--- src/rtl/cpu_pkg.sv ---
// Shared definitions for the 8-bit pipelined CPU: opcodes, instruction field
// positions, the ID/EX register layout and per-opcode decode lookups.
package cpu_pkg;

  localparam int CPU_DATA_W = 8;
  localparam int CPU_ADR_W  = 3;
  localparam int CPU_PC_W   = 8;
  localparam int IMM_W      = 6;

  localparam int OP_HI  = 15;
  localparam int OP_LO  = 12;
  localparam int RS_HI  = 11;
  localparam int RS_LO  = 9;
  localparam int RT_HI  = 8;
  localparam int RT_LO  = 6;
  localparam int RD_HI  = 5;
  localparam int RD_LO  = 3;
  localparam int IMM_HI = 5;
  localparam int IMM_LO = 0;

  typedef enum logic [3:0] {
    OP_ADD  = 4'h0,
    OP_SUB  = 4'h1,
    OP_AND  = 4'h2,
    OP_OR   = 4'h3,
    OP_ADDI = 4'h4,
    OP_LW   = 4'h5,
    OP_SW   = 4'h6,
    OP_BEQ  = 4'h7,
    OP_J    = 4'h8,
    OP_NOP  = 4'hF
  } opcode_t;

  typedef struct packed {
    logic                  valid;
    opcode_t               op;
    logic [CPU_DATA_W-1:0] a;
    logic [CPU_DATA_W-1:0] b;
    logic [CPU_DATA_W-1:0] imm;
    logic [CPU_ADR_W-1:0]  dst;
    logic                  wr_en;
    logic                  is_load;
    logic [CPU_PC_W-1:0]   pc;
  } idex_t;

  function automatic logic op_defined(input opcode_t op);
    case (op)
      OP_ADD, OP_SUB, OP_AND, OP_OR, OP_ADDI,
      OP_LW, OP_SW, OP_BEQ, OP_J, OP_NOP: return 1'b1;
      default:                            return 1'b0;
    endcase
  endfunction

  function automatic logic uses_rs(input opcode_t op);
    case (op)
      OP_ADD, OP_SUB, OP_AND, OP_OR, OP_ADDI,
      OP_LW, OP_SW, OP_BEQ: return 1'b1;
      default:              return 1'b0;
    endcase
  endfunction

  function automatic logic uses_rt(input opcode_t op);
    case (op)
      OP_ADD, OP_SUB, OP_AND, OP_OR, OP_SW, OP_BEQ: return 1'b1;
      default:                                      return 1'b0;
    endcase
  endfunction

  function automatic logic writes_rt(input opcode_t op);
    case (op)
      OP_ADDI, OP_LW: return 1'b1;
      default:        return 1'b0;
    endcase
  endfunction

  function automatic logic writes_rd(input opcode_t op);
    case (op)
      OP_ADD, OP_SUB, OP_AND, OP_OR: return 1'b1;
      default:                       return 1'b0;
    endcase
  endfunction

endpackage

--- src/rtl/operand_forward.sv ---
// Per-operand bypass: r0 reads as zero, otherwise EX/MEM (non-load) beats WB
// which beats the register-file read data.
module operand_forward #(
  parameter int DATA_W = 8,
  parameter int ADR_W  = 3
) (
  input  logic [ADR_W-1:0]  src,
  input  logic [DATA_W-1:0] rf_data,
  input  logic              exm_wr_en,
  input  logic              exm_is_load,
  input  logic [ADR_W-1:0]  exm_wr_adr,
  input  logic [DATA_W-1:0] exm_wr_data,
  input  logic              wb_wr_en,
  input  logic [ADR_W-1:0]  wb_wr_adr,
  input  logic [DATA_W-1:0] wb_wr_data,
  output logic [DATA_W-1:0] data
);

  // Priority mux; a load in EX/MEM has no data yet, so it never forwards.
  always_comb begin
    data = rf_data;
    if (src == {ADR_W{1'b0}}) begin
      data = {DATA_W{1'b0}};
    end else if (exm_wr_en && !exm_is_load && (exm_wr_adr == src)) begin
      data = exm_wr_data;
    end else if (wb_wr_en && (wb_wr_adr == src)) begin
      data = wb_wr_data;
    end else begin
      data = rf_data;
    end
  end

endmodule

--- src/rtl/decode_issue_stage.sv ---
// ID stage: decodes the IF/ID instruction, forwards operands, detects
// load-use hazards and owns the ID/EX pipeline register.
module decode_issue_stage
  import cpu_pkg::*;
#(
  parameter int INSTR_W = 16,
  parameter int DATA_W  = 8,
  parameter int ADR_W   = 3
) (
  input  logic               clk,
  input  logic               rst,
  input  logic               in_valid,
  output logic               in_ready,
  input  logic [INSTR_W-1:0] in_instr,
  input  logic [7:0]         in_pc,
  output logic [ADR_W-1:0]   rf_adr1,
  output logic [ADR_W-1:0]   rf_adr2,
  input  logic [DATA_W-1:0]  rf_read1,
  input  logic [DATA_W-1:0]  rf_read2,
  input  logic               exm_wr_en,
  input  logic               exm_is_load,
  input  logic [ADR_W-1:0]   exm_wr_adr,
  input  logic [DATA_W-1:0]  exm_wr_data,
  input  logic               wb_wr_en,
  input  logic [ADR_W-1:0]   wb_wr_adr,
  input  logic [DATA_W-1:0]  wb_wr_data,
  input  logic               flush,
  output logic               out_valid,
  input  logic               out_ready,
  output logic [3:0]         out_op,
  output logic [DATA_W-1:0]  out_a,
  output logic [DATA_W-1:0]  out_b,
  output logic [DATA_W-1:0]  out_imm,
  output logic [ADR_W-1:0]   out_dst,
  output logic               out_wr_en,
  output logic               out_is_load,
  output logic [7:0]         out_pc
);

  opcode_t            raw_op;
  opcode_t            dec_op;
  logic [ADR_W-1:0]   rs;
  logic [ADR_W-1:0]   rt;
  logic [ADR_W-1:0]   rd;
  logic [ADR_W-1:0]   dst;
  logic [DATA_W-1:0]  imm_ext;
  logic [DATA_W-1:0]  fwd_a;
  logic [DATA_W-1:0]  fwd_b;
  logic               hz_rs;
  logic               hz_rt;
  logic               stall;
  logic               advance;
  idex_t              idex;
  idex_t              idex_next;

  assign raw_op  = opcode_t'(in_instr[OP_HI:OP_LO]);
  assign rs      = in_instr[RS_HI:RS_LO];
  assign rt      = in_instr[RT_HI:RT_LO];
  assign rd      = in_instr[RD_HI:RD_LO];
  assign imm_ext = {{(DATA_W-IMM_W){in_instr[IMM_HI]}}, in_instr[IMM_HI:IMM_LO]};
  assign rf_adr1 = rs;
  assign rf_adr2 = rt;

  // Opcode legalisation and destination selection.
  always_comb begin
    dec_op = OP_NOP;
    dst    = {ADR_W{1'b0}};
    if (op_defined(raw_op)) begin
      dec_op = raw_op;
    end else begin
      dec_op = OP_NOP;
    end
    if (writes_rd(dec_op)) begin
      dst = rd;
    end else if (writes_rt(dec_op)) begin
      dst = rt;
    end else begin
      dst = {ADR_W{1'b0}};
    end
  end

  // A load still in ID/EX or EX/MEM cannot supply its result yet.
  always_comb begin
    hz_rs = 1'b0;
    hz_rt = 1'b0;
    if (uses_rs(dec_op) && (rs != {ADR_W{1'b0}})) begin
      hz_rs = (idex.valid && idex.is_load && (idex.dst == rs)) ||
              (exm_wr_en && exm_is_load && (exm_wr_adr == rs));
    end else begin
      hz_rs = 1'b0;
    end
    if (uses_rt(dec_op) && (rt != {ADR_W{1'b0}})) begin
      hz_rt = (idex.valid && idex.is_load && (idex.dst == rt)) ||
              (exm_wr_en && exm_is_load && (exm_wr_adr == rt));
    end else begin
      hz_rt = 1'b0;
    end
  end

  assign stall    = in_valid && (hz_rs || hz_rt);
  assign advance  = !idex.valid || out_ready;
  assign in_ready = flush || (advance && !stall);

  operand_forward #(.DATA_W(DATA_W), .ADR_W(ADR_W)) u_fwd_a (
    .src         (rs),
    .rf_data     (rf_read1),
    .exm_wr_en   (exm_wr_en),
    .exm_is_load (exm_is_load),
    .exm_wr_adr  (exm_wr_adr),
    .exm_wr_data (exm_wr_data),
    .wb_wr_en    (wb_wr_en),
    .wb_wr_adr   (wb_wr_adr),
    .wb_wr_data  (wb_wr_data),
    .data        (fwd_a)
  );

  operand_forward #(.DATA_W(DATA_W), .ADR_W(ADR_W)) u_fwd_b (
    .src         (rt),
    .rf_data     (rf_read2),
    .exm_wr_en   (exm_wr_en),
    .exm_is_load (exm_is_load),
    .exm_wr_adr  (exm_wr_adr),
    .exm_wr_data (exm_wr_data),
    .wb_wr_en    (wb_wr_en),
    .wb_wr_adr   (wb_wr_adr),
    .wb_wr_data  (wb_wr_data),
    .data        (fwd_b)
  );

  // Next ID/EX contents when the instruction issues.
  always_comb begin
    idex_next         = '0;
    idex_next.valid   = in_valid;
    idex_next.op      = dec_op;
    idex_next.a       = fwd_a;
    idex_next.b       = fwd_b;
    idex_next.imm     = imm_ext;
    idex_next.dst     = dst;
    idex_next.wr_en   = (writes_rd(dec_op) || writes_rt(dec_op)) && (dst != {ADR_W{1'b0}});
    idex_next.is_load = (dec_op == OP_LW);
    idex_next.pc      = in_pc;
  end

  // ID/EX register; flush kills it even while EX is back-pressuring.
  always_ff @(posedge clk) begin
    if (!rst) begin
      idex <= '0;
    end else if (flush) begin
      idex.valid <= 1'b0;
    end else if (advance) begin
      if (stall) begin
        idex.valid <= 1'b0;
      end else begin
        idex <= idex_next;
      end
    end
  end

  assign out_valid   = idex.valid;
  assign out_op      = idex.op;
  assign out_a       = idex.a;
  assign out_b       = idex.b;
  assign out_imm     = idex.imm;
  assign out_dst     = idex.dst;
  assign out_wr_en   = idex.wr_en;
  assign out_is_load = idex.is_load;
  assign out_pc      = idex.pc;

endmodule

--- config.mk ---
export PLATFORM = sky130hd
export DESIGN_NAME = decode_issue_stage
export DESIGN_NICKNAME = d
export VERILOG_FILES = /design/src/rtl/cpu_pkg.sv /design/src/rtl/operand_forward.sv /design/src/rtl/decode_issue_stage.sv
export SDC_FILE = /design/constraint.sdc
export NUM_CORES = 1
export LEC_CHECK = 0
export BUFFER_PORTS_ARGS = -buffer_cell sky130_fd_sc_hd__clkbuf_2
export CORE_MARGIN = 2
export CORE_UTILIZATION = 25
export DETAILED_ROUTE_END_ITERATION = 6
export GPL_TIMING_DRIVEN = 0
export HOLD_SLACK_MARGIN = 0.06
export PLACE_DENSITY = 0.6
export SYNTH_ARGS = -nofsm -noshare
export SYNTH_HDL_FRONTEND = slang
export SYNTH_SLANG_ARGS = --single-unit
--- constraint.sdc ---
create_clock -name clk -period 2.3 [get_ports clk]
set_input_delay 0.46 -clock clk [delete_from_list [all_inputs] [get_ports clk]]
set_output_delay 0.46 -clock clk [all_outputs]
set_load 0.01 [all_outputs]
=== Word-level counts from Yosys, hierarchy flattened ===
Memory sizes are Yosys's and may differ from the RTL's.
Cells that the tools add are included.

* Mux-type cells: 17
* Bitwise logic cells: 3
* Eq/ne operators: 13
* Reductions and logical operators: 36

{| class="wikitable"
|+ Operator list
! operator !! number
|-
| two-way mux 8 bit || 6
|-
| equality test 3 bit || 6
|-
| equality test 4 x 3 -> 1 bit, second input constant || 4
|-
| logical AND 1 bit || 16
|-
| nonzero test 3 bit || 3
|-
| equality test 4 x 2 -> 1 bit, second input constant || 2
|-
| two-way mux 1 bit || 8
|-
| zero test 3 bit || 2
|-
| logical OR 1 bit || 6
|-
| two-way mux 3 bit || 2
|-
| OR reduction 6 bit || 1
|-
| equality test 4 x 1 -> 1 bit, second input constant || 1
|-
| zero test 4 bit || 1
|-
| two-way mux 4 bit || 1
|-
| OR reduction 2 bit || 2
|-
| OR reduction 4 bit || 1
|-
| zero test 1 bit || 3
|-
| NOT 1 bit || 3
|-
| AND reduction 3 bit || 1
|}

* Output and inout port bits: 49
* Word-level logic and storage cells: 79
* Memory bits (read-only): 16
* Input port bits: 70
* Memories: 1
* Register bits after elaboration: 40

{| class="wikitable"
|+ Memories
! name !! depth !! width !! rd ports !! clocked after memory_dff !! wr ports !! RTL line !! text
|-
| (name not given) || 16 || 1 || 1 || 0 || 0 || cpu_pkg.sv:47 || <nowiki>case (op)</nowiki>
|}

=== Logic depth before layout (Yosys ltp) ===
Gate-level depths: netlist (run 1).
An unclocked memory read counts as a cell.

* Depth in word-level cells: 12
* Depth in mapped cells: 8
* Mapped depth without buffers: 5

=== Modules after synthesis ===
From an unflattened synthesis (run 1), not the netlist that was laid out.

* Cell total of the unflattened synthesis: 299
* Area total of the unflattened synthesis: 2477.4 µm²

{| class="wikitable"
|+ Modules (own cells, without submodules)
! module !! instances !! seq. area each (µm²) !! cells an instance !! area an instance (µm²)
|-
| decode_issue_stage || 1 || 800.8 || 227 || 1931.9
|-
| operand_forward || 2 || 0.0 || 36 || 272.8
|}

=== Least setup slack after synthesis (run 1) ===
OpenSTA, ideal clock, no wires.

* Kind: input to register
* Start point: in in_instr[8]
* End point: reg idex (netlist bit out_a[0])
* Arrival time: 1837 ps
* Stages: 8
* Setup slack: 392 ps
* Data required time: 2228 ps
* Buffers on the path: 3
* Library setup time: 72 ps
* Path through: buf_2 > xor2_1 > nor4_1 > o211ai_1 > nand4b_1 > buf_6 > buf_6 > mux2i_1

* Cells in the longest elaborated chain, start to end: 8
* Elaborated cells on any way between the ends: 12
* Classes of those cells: 2 x eq/ne; 1 x mux; 1 x bitwise; 8 x reduce/logical

{| class="wikitable"
|+ RTL lines
! item !! RTL line !! text
|-
| start: declaration || decode_issue_stage.sv:14 || <nowiki>input logic [INSTR_W-1:0] in_instr,</nowiki>
|-
| equality test 3 bit (on tied branches) || decode_issue_stage.sv:93, decode_issue_stage.sv:94 ||
|-
| logical AND 1 bit (on tied branches) || decode_issue_stage.sv:93, decode_issue_stage.sv:94 ||
|-
| logical OR 1 bit || decode_issue_stage.sv:93 || <nowiki>hz_rt = (idex.valid && idex.is_load && (idex.dst == rt)) ||</nowiki>
|-
| two-way mux 1 bit (*) || decode_issue_stage.sv:92 || <nowiki>if (uses_rt(dec_op) && (rt != {ADR_W{1'b0}})) begin</nowiki>
|-
| logical OR 1 bit (*) || decode_issue_stage.sv:100 || <nowiki>assign stall = in_valid && (hz_rs || hz_rt);</nowiki>
|-
| logical AND 1 bit (*) || decode_issue_stage.sv:100 ||
|-
| NOT 1 bit (no line) (*) || - ||
|-
| AND reduction 3 bit (no line) (*) || - ||
|-
| end signal: assignment || decode_issue_stage.sv:154 || <nowiki>idex <= idex_next;</nowiki>
|-
| end: declaration || decode_issue_stage.sv:53 || <nowiki>idex_t idex;</nowiki>
|}

Every way passes the cells marked *; elsewhere a longest branch is shown, timed or not.
A chain may end at the register's enable or synchronous reset.

=== Final worst setup path (run 1) ===
* Start point: reg idex (netlist bit out_dst[1])
* End point: out in_ready

* Cells in the longest elaborated chain, start to end: 9
* Elaborated cells on any way between the ends: 13
* Classes of those cells: 2 x eq/ne; 2 x mux; 9 x reduce/logical

{| class="wikitable"
|+ RTL lines
! item !! RTL line !! text
|-
| equality test 3 bit (on tied branches) || decode_issue_stage.sv:87, decode_issue_stage.sv:93 ||
|-
| logical AND 1 bit (on tied branches) || decode_issue_stage.sv:87, decode_issue_stage.sv:93 ||
|-
| logical OR 1 bit (on tied branches) || decode_issue_stage.sv:87, decode_issue_stage.sv:93 ||
|-
| two-way mux 1 bit (on tied branches) || decode_issue_stage.sv:86, decode_issue_stage.sv:92 ||
|-
| logical OR 1 bit (*) || decode_issue_stage.sv:100 ||
|-
| logical AND 1 bit (*) || decode_issue_stage.sv:100 ||
|-
| zero test 1 bit (*) || decode_issue_stage.sv:102 || <nowiki>assign in_ready = flush || (advance && !stall);</nowiki>
|-
| logical AND 1 bit (*) || decode_issue_stage.sv:102 ||
|-
| logical OR 1 bit (*) || decode_issue_stage.sv:102 ||
|-
| end: declaration || decode_issue_stage.sv:13 || <nowiki>output logic in_ready,</nowiki>
|}

Marks and branches as above.

==> results of run 1 <==
[per-stage QoR]
stage	power, W	setup TNS, ns
after floorplan	0.001022	0
final	0.001783	0
after global placement	0.001193	0
after CTS	0.001818	0
after detailed placement	0.001200	0
after global routing	0.001886	-0.01556
[logic make-up (layout without fill, tap and decap cells)]
logic type | Yosys count | after routing | share of synthesized area, %
flip-flops | 40 | 40 | 33.37
AO/OA/AOI/OAI | 30 | 30 | 9.437
XOR/XNOR | 18 | 18 | 6.882
multiplexers | 55 | 55 | 22.94
buffers and inverters | 29 | 151 | 8.133
AND/OR/NAND/NOR | 106 | 106 | 19.24
[layout make-up]
type,count,area (um^2)
tap,129,161.4
clock buffer,5,68.82
timing repair buffer,114,570.5
sequential,40,800.8
multi-input combinational,209,1410
buffer,29,195.2
clock inverter,3,46.29
fill,1009,6031
[sequential cells by signal (all words and copies together), names as in the netlist]
| name | cells |
|---|---|
| out_wr_en | 1 |
| out_is_load | 1 |
| out_imm | 6 |
| out_b | 8 |
| out_pc | 8 |
| out_dst | 3 |
| out_a | 8 |
| out_op | 4 |
| out_valid | 1 |
[worst reg2reg max path: stages (launching register included)]
cell	delay [ns]
sky130_fd_sc_hd__dfxtp_1	0.38
sky130_fd_sc_hd__xor2_1	0.18
sky130_fd_sc_hd__nor4_1	0.33
sky130_fd_sc_hd__o211ai_1	0.15
sky130_fd_sc_hd__nand4b_1	0.22
sky130_fd_sc_hd__buf_6	0.21
sky130_fd_sc_hd__buf_6	0.19
sky130_fd_sc_hd__mux2i_1	0.20
[power breakdown]
part | total (W) | switching [W] | internal, W
logic | 0.000411 | 0.000213 | 0.000197
registers | 0.000769 | 0.0000276 | 0.000741
clock network | 0.000604 | 0.000277 | 0.000327
total | 0.00178 | 0.000517 | 0.00127
[Yosys cell counts, drive strengths merged (5+ instances only)]
cell type	n
a211o	16
dfxtp	40
xnor2	6
clkbuf	9
nand2	60
mux2i	55
buf	20
xor2	12
nor2b	5
nor2	22
[per-layer routing]
metal	part of all wire, %	global-route usage (%)	vias to the layer above
met4	0.74	2.769	0
met1	44	17.07	1028
met3	8.4	3.899	5
met5	0	0	-
li1	-	-	1190
met2	47	22.77	91
[how the worst max path moves through the flow]
stage | startpoint | depth (start not counted) | end
5_1_grt | out_dst[1]$_SDFFE_PN0P_ | 5 | in_ready
3_3_place_gp | in_instr[10] | 8 | out_a[0]$_SDFFE_PN0P_
6_report | out_dst[1]$_SDFFE_PN0P_ | 5 | in_ready
3_5_place_dp | in_instr[10] | 8 | out_a[0]$_SDFFE_PN0P_
4_1_cts | out_dst[1]$_SDFFE_PN0P_ | 5 | in_ready
2_1_floorplan | in_instr[8] | 8 | out_a[0]$_SDFFE_PN0P_
==> impl_metrics.toml, run 1 <==
[drt]
drt_first_iter_violations = 57
drt-pass1-iter-count = 4
final_antenna_net_count = 0
wire_per_inst_um = 13.37
via_count = 2314
vias_per_cell = 4.374
drcViolationCount = 0
drt-total-wl_mm = 7.074

[place]
numPlacedInstances = 521
detailed_place_hpwl_mm = 5.847
port_buffers = 114
post-place-ws_ns = 0.06669
finalWeightedCongestion = 0.8056
placed_area_mm2 = 0.003132

[synthesis]
netlist.top_cell.by_area = "sky130_fd_sc_hd__dfxtp_1"
synthDominantCellAreaShare_pct = 33.37
synth_enable_flop_cells = 0
asyncSetResetFlopFracSynth_pct = 0
yosys-top-cells-area = "sky130_fd_sc_hd__dfxtp_1, sky130_fd_sc_hd__mux2i_1, sky130_fd_sc_hd__nand2_1"
synth_net_count = 348
synthesis.instances = 278
post_synth_instance_area_mm2 = 0.002400
synth_area_per_cell_um2 = 8.632
dominantRegCellSynth = "sky130_fd_sc_hd__dfxtp_1"
synth-seq-cells = 40
synth_sequential_area_ratio_pct = 33.37
synth.yosys.warnings = 0
netlist-cell-type-count = 27

[clock_tree]
cts_hold_buffers = 0
htree_num_levels = 2
post-cts-setup-buffer-count = 0
path_clk_slew_ns = 0.10
cts_root_buf = "sky130_fd_sc_hd__clkbuf_8"
tritoncts = "built"
insertion_delay_ns = 0.30
cts_max_path_buffers = 2
tritoncts.num_buffers = 5
tritoncts_num_sinks = 40
ctsResizeCount = 0

[worst_setup_path]
timing.critical_path.cells = "xor2_1, nor4_2, o211ai_1, a31o_1, clkbuf_2"
setup.worst_path.class = "flop to output port"
timing.critical_path.slowest_stage_cell = "sky130_fd_sc_hd__dfxtp_1"
rr_endpoint = "out_a[0]$_SDFFE_PN0P_"
cp-end-kind = "output port"
critPathRequiredTime_ns = 1.84
worstRegToRegCells = 7
worst_path_largest_cell_delay_ns = 0.46
r2r_slack_ns = 0.36
regToRegStartpoint = "out_dst[1]$_SDFFE_PN0P_"
critPathLaunchType = "flop"
critPathArrivalTime_ns = 1.71
timing.critical_path.buf_inv = 1
path_max_fanout = 4
path_delay_family = "flip-flops"

[power]
power.leakage_nw = 1.693
pwr_density_cell_mw_per_mm2 = 548.1
vdd.ir_drop.worst_uv = 254.1

[cells_and_area]
post_route_cells_drive_above_1_share_pct = 35.75
design.final.nets = 469
layoutNonFillerInstCount = 529
n_diodes = 0
fin_util_pct = 35.04
final_cell_area_mm2 = 0.003253
leading_cell_type_in_the_layout_fill_and_taps_excluded = "sky130_fd_sc_hd__clkbuf_2"
area_growth_syn_to_layout_pct = 35.56
mostFrequentLayoutCells = "sky130_fd_sc_hd__clkbuf_2, sky130_fd_sc_hd__nand2_1, sky130_fd_sc_hd__mux2i_1"

[die]
die_y_um = 102.0
io_pins = 119
core-area_mm2 = 0.009284
fp.dieArea_mm2 = 0.01040
initial_utilization_pct = 25.85
std_cell_rows = 35
die_w_um = 102.0

[global_route]
first_global_vias = 2213
grt_antenna_before_repair = 0
overflow = 0
grt_max_degree = 15
globalRouteTotalUtil_pct = 13.44
grt_first_pass_wirelength_mm = 10.87

[timing]
final.hold.worst_slack_ns = 0.3749
final-max-slew-violation-count = 0
fmaxAchievable_mhz = 460.0
timing.final.hold_violations = 0
fin_ws_ns = 0.1263
worst_max_slew_margin_expressed_relative_to_the_limit_pct = 57.65
finalClockSkew_ns = 0.01560
setup_violations = 0
post_layout_minimum_cycle_time_ns = 2.174
timing.final.crit_share_pct = 94.51
worst_slew_pin_slew_ns = 0.6334

[job]
cap_viol_max_count = 0

[hold_path]
min-delay-path-class = "input pin to flop"
worstHoldPathCells = 3
holdPathEnd = "out_imm[0]$_SDFFE_PN0P_"
min-delay-start = "in_instr[0]"

[outcome]
run_status = "complete, no violations"
(Power assumes the default switching activity.)
==> run 2: changes to the inputs <==
==> constraint.sdc (replaced) <==
create_clock -name clk -period 2.2 [get_ports clk]
set_input_delay 0.44 -clock clk [delete_from_list [all_inputs] [get_ports clk]]
set_output_delay 0.44 -clock clk [all_outputs]
set_load 0.01 [all_outputs]
==> run 2 against run 1 <==
Global-route usage grew 0.057 points; critical path depth is the same; cell count grew 0.38%; count of clock-buffer cells in the layout is the same; setup slack lost 0.067 ns; sequential share of layout area shrank 0.091 points; die area is the same; power grew 4.6%; critical endpoint unchanged; largest power group unchanged.
==> impl_metrics.toml, run 2 (synthesis gave the netlist of run 1 again) <==
[die]
initial_utilization_pct = 25.85
core-area_mm2 = 0.009284
io_pins = 119
fp.dieArea_mm2 = 0.01040
std_cell_rows = 35
die_y_um = 102.0
die_w_um = 102.0

[global_route]
grt_busiest_layer = "met2"
globalRouteTotalUtil_pct = 13.50
first_global_vias = 2219
grt_max_degree = 15
overflow = 0
use_met3_pct = 3.899
grt_antenna_before_repair = 0
groute.layer.met1.usage_pct = 17.15
grt_first_pass_wirelength_mm = 10.90
grt.met2_usage_pct = 22.87

[worst_setup_path]
worstRegToRegCells = 8
regToRegStartpoint = "out_dst[1]$_SDFFE_PN0P_"
critPathLaunchType = "flop"
rr_endpoint = "out_a[0]$_SDFFE_PN0P_"
setup.worst_path.class = "flop to output port"
critPathLaunch = "out_dst[1]$_SDFFE_PN0P_"
r2r_slack_ns = 0.17
path_max_fanout = 3
critPathRequiredTime_ns = 1.76
cp-end-kind = "output port"
critPathArrivalTime_ns = 1.70

[clock_tree]
tritoncts = "built"
cts_root_buf = "sky130_fd_sc_hd__clkbuf_8"
insertion_delay_ns = 0.30
path_clk_slew_ns = 0.09
cts_hold_buffers = 0
tritoncts_num_sinks = 40
tritoncts.num_buffers = 5
htree_num_levels = 2
cts_max_path_buffers = 2

[place]
port_buffers = 114
detailed_place_hpwl_mm = 5.847
finalWeightedCongestion = 0.8056

[timing]
worst_max_slew_margin_expressed_relative_to_the_limit_pct = 56.45
timing.final.hold_violations = 0
timing.setup.tns_ns = 0
timing.final.crit_share_pct = 97.31
finalClockSkew_ns = 0.01334
final-max-slew-violation-count = 0
setup_violations = 0
fmaxAchievable_mhz = 467.1
post_layout_minimum_cycle_time_ns = 2.141
worst_slew_pin_slew_ns = 0.6513

[outcome]
run_status = "complete, no violations"

[cells_and_area]
fin_util_pct = 35.39
leading_cell_type_in_the_layout_fill_and_taps_excluded = "sky130_fd_sc_hd__clkbuf_2"
multi_input_area_mm2 = 0.001423
post_route_cells_drive_above_1_share_pct = 37.06
area_growth_syn_to_layout_pct = 36.91
n_diodes = 0
mostFrequentLayoutCells = "sky130_fd_sc_hd__clkbuf_2, sky130_fd_sc_hd__nand2_1, sky130_fd_sc_hd__mux2i_1"
regArea_um2 = 805.8
fillerInstances = 1007
design.final.nets = 471

[drt]
drt-pass1-iter-count = 4
final_antenna_net_count = 0
drcViolationCount = 0
wire_per_inst_um = 13.45
via_count = 2329
drt-total-wl_mm = 7.143
drt_first_iter_violations = 52
vias_per_cell = 4.386

[power]
switchingPower_w = 0.0005415
power.leakage_nw = 1.704
vdd.ir_drop.worst_uv = 261.9
pwr-share-seq_pct = 43.0
pwr_density_cell_mw_per_mm2 = 567.8
power_frac_comb_pct = 23.3
clock_power_share_pct = 33.7
p_sw_share_pct = 29.02
cell_internal_pwr_w = 0.001324

[job]
cap_viol_max_count = 0

[hold_path]
min-delay-start = "in_instr[0]"
min-delay-path-class = "input pin to flop"
worstHoldPathCells = 3
holdPathEnd = "out_imm[0]$_SDFFE_PN0P_"
## run 2: cell count changes in the layout (fill, tap and decap cells not counted), sizes merged
cell,previous run,this run
buf,20,22
## run 2: layer usage
layer	part of all wire, %	up-vias
met4	0.73	0
met2	48	87
met5	0	-
li1	-	1195
met3	7.6	5
met1	44	1042
## run 2: final cells by class
cell class | count | area share, %
flip-flops and latches | 40 | 24.52
clock buffers | 5 | 2.094
repair buffers | 116 | 17.82
multi-input cells | 209 | 43.30
clock inverters | 3 | 1.409
well taps | 129 | 4.912
plain buffers | 29 | 5.941
## run 2: what timing repair did
action,in CTS,in global routing
setup buffers,0,2
setup endpoints to repair,1,1
endpoints found under the hold margin,0,0
pin swaps,0,2
gates resized for setup,1,5
## run 2: worst max-delay path by stage
| stage | to | slack [ns] | cells after the start |
|---|---|---|---|
| 2_1_floorplan | out_a[0]$_SDFFE_PN0P_ | 0.31 | 8 |
| 3_3_place_gp | out_a[0]$_SDFFE_PN0P_ | 0.01 | 8 |
| 3_5_place_dp | out_a[0]$_SDFFE_PN0P_ | -0.01 | 8 |
| 4_1_cts | in_ready | 0.05 | 5 |
| 5_1_grt | in_ready | -0.01 | 5 |
| 6_report | in_ready | 0.06 | 5 |
## run 2: power groups by stage
stage	registers (W)	logic [W]	clock network, W
6_report	0.000803	0.000434	0.000629
5_1_grt	0.000809	0.000477	0.000689
4_1_cts	0.000805	0.000436	0.000660
3_5_place_dp	0.000821	0.000434	0
3_3_place_gp	0.000819	0.000428	0
2_1_floorplan	0.000842	0.000226	0
## run 2: through the flow
step	setup WS [ns]	std cells	cell area (um^2)	total power, W	hold slack [ns]
6_report	0.05928	531	3286	0.001866	0.3578
5_1_grt	-0.01172	531	3286	0.001975	0.3606
4_1_cts	0.04900	529	3253	0.001901	0.3489
3_5_place_dp	-0.01331	521	3132	0.001255	0.4540
3_3_place_gp	0.01062	521	3132	0.001247	0.4454
2_1_floorplan	0.3119	278	2400	0.001068	0.4823
## run 2: worst max-delay path: stages (launching register included)
cell	delay [ns]
sky130_fd_sc_hd__dfxtp_4	0.37
sky130_fd_sc_hd__xor2_1	0.18
sky130_fd_sc_hd__nor4_2	0.30
sky130_fd_sc_hd__o211ai_1	0.17
sky130_fd_sc_hd__a31o_1	0.25
sky130_fd_sc_hd__clkbuf_2	0.13
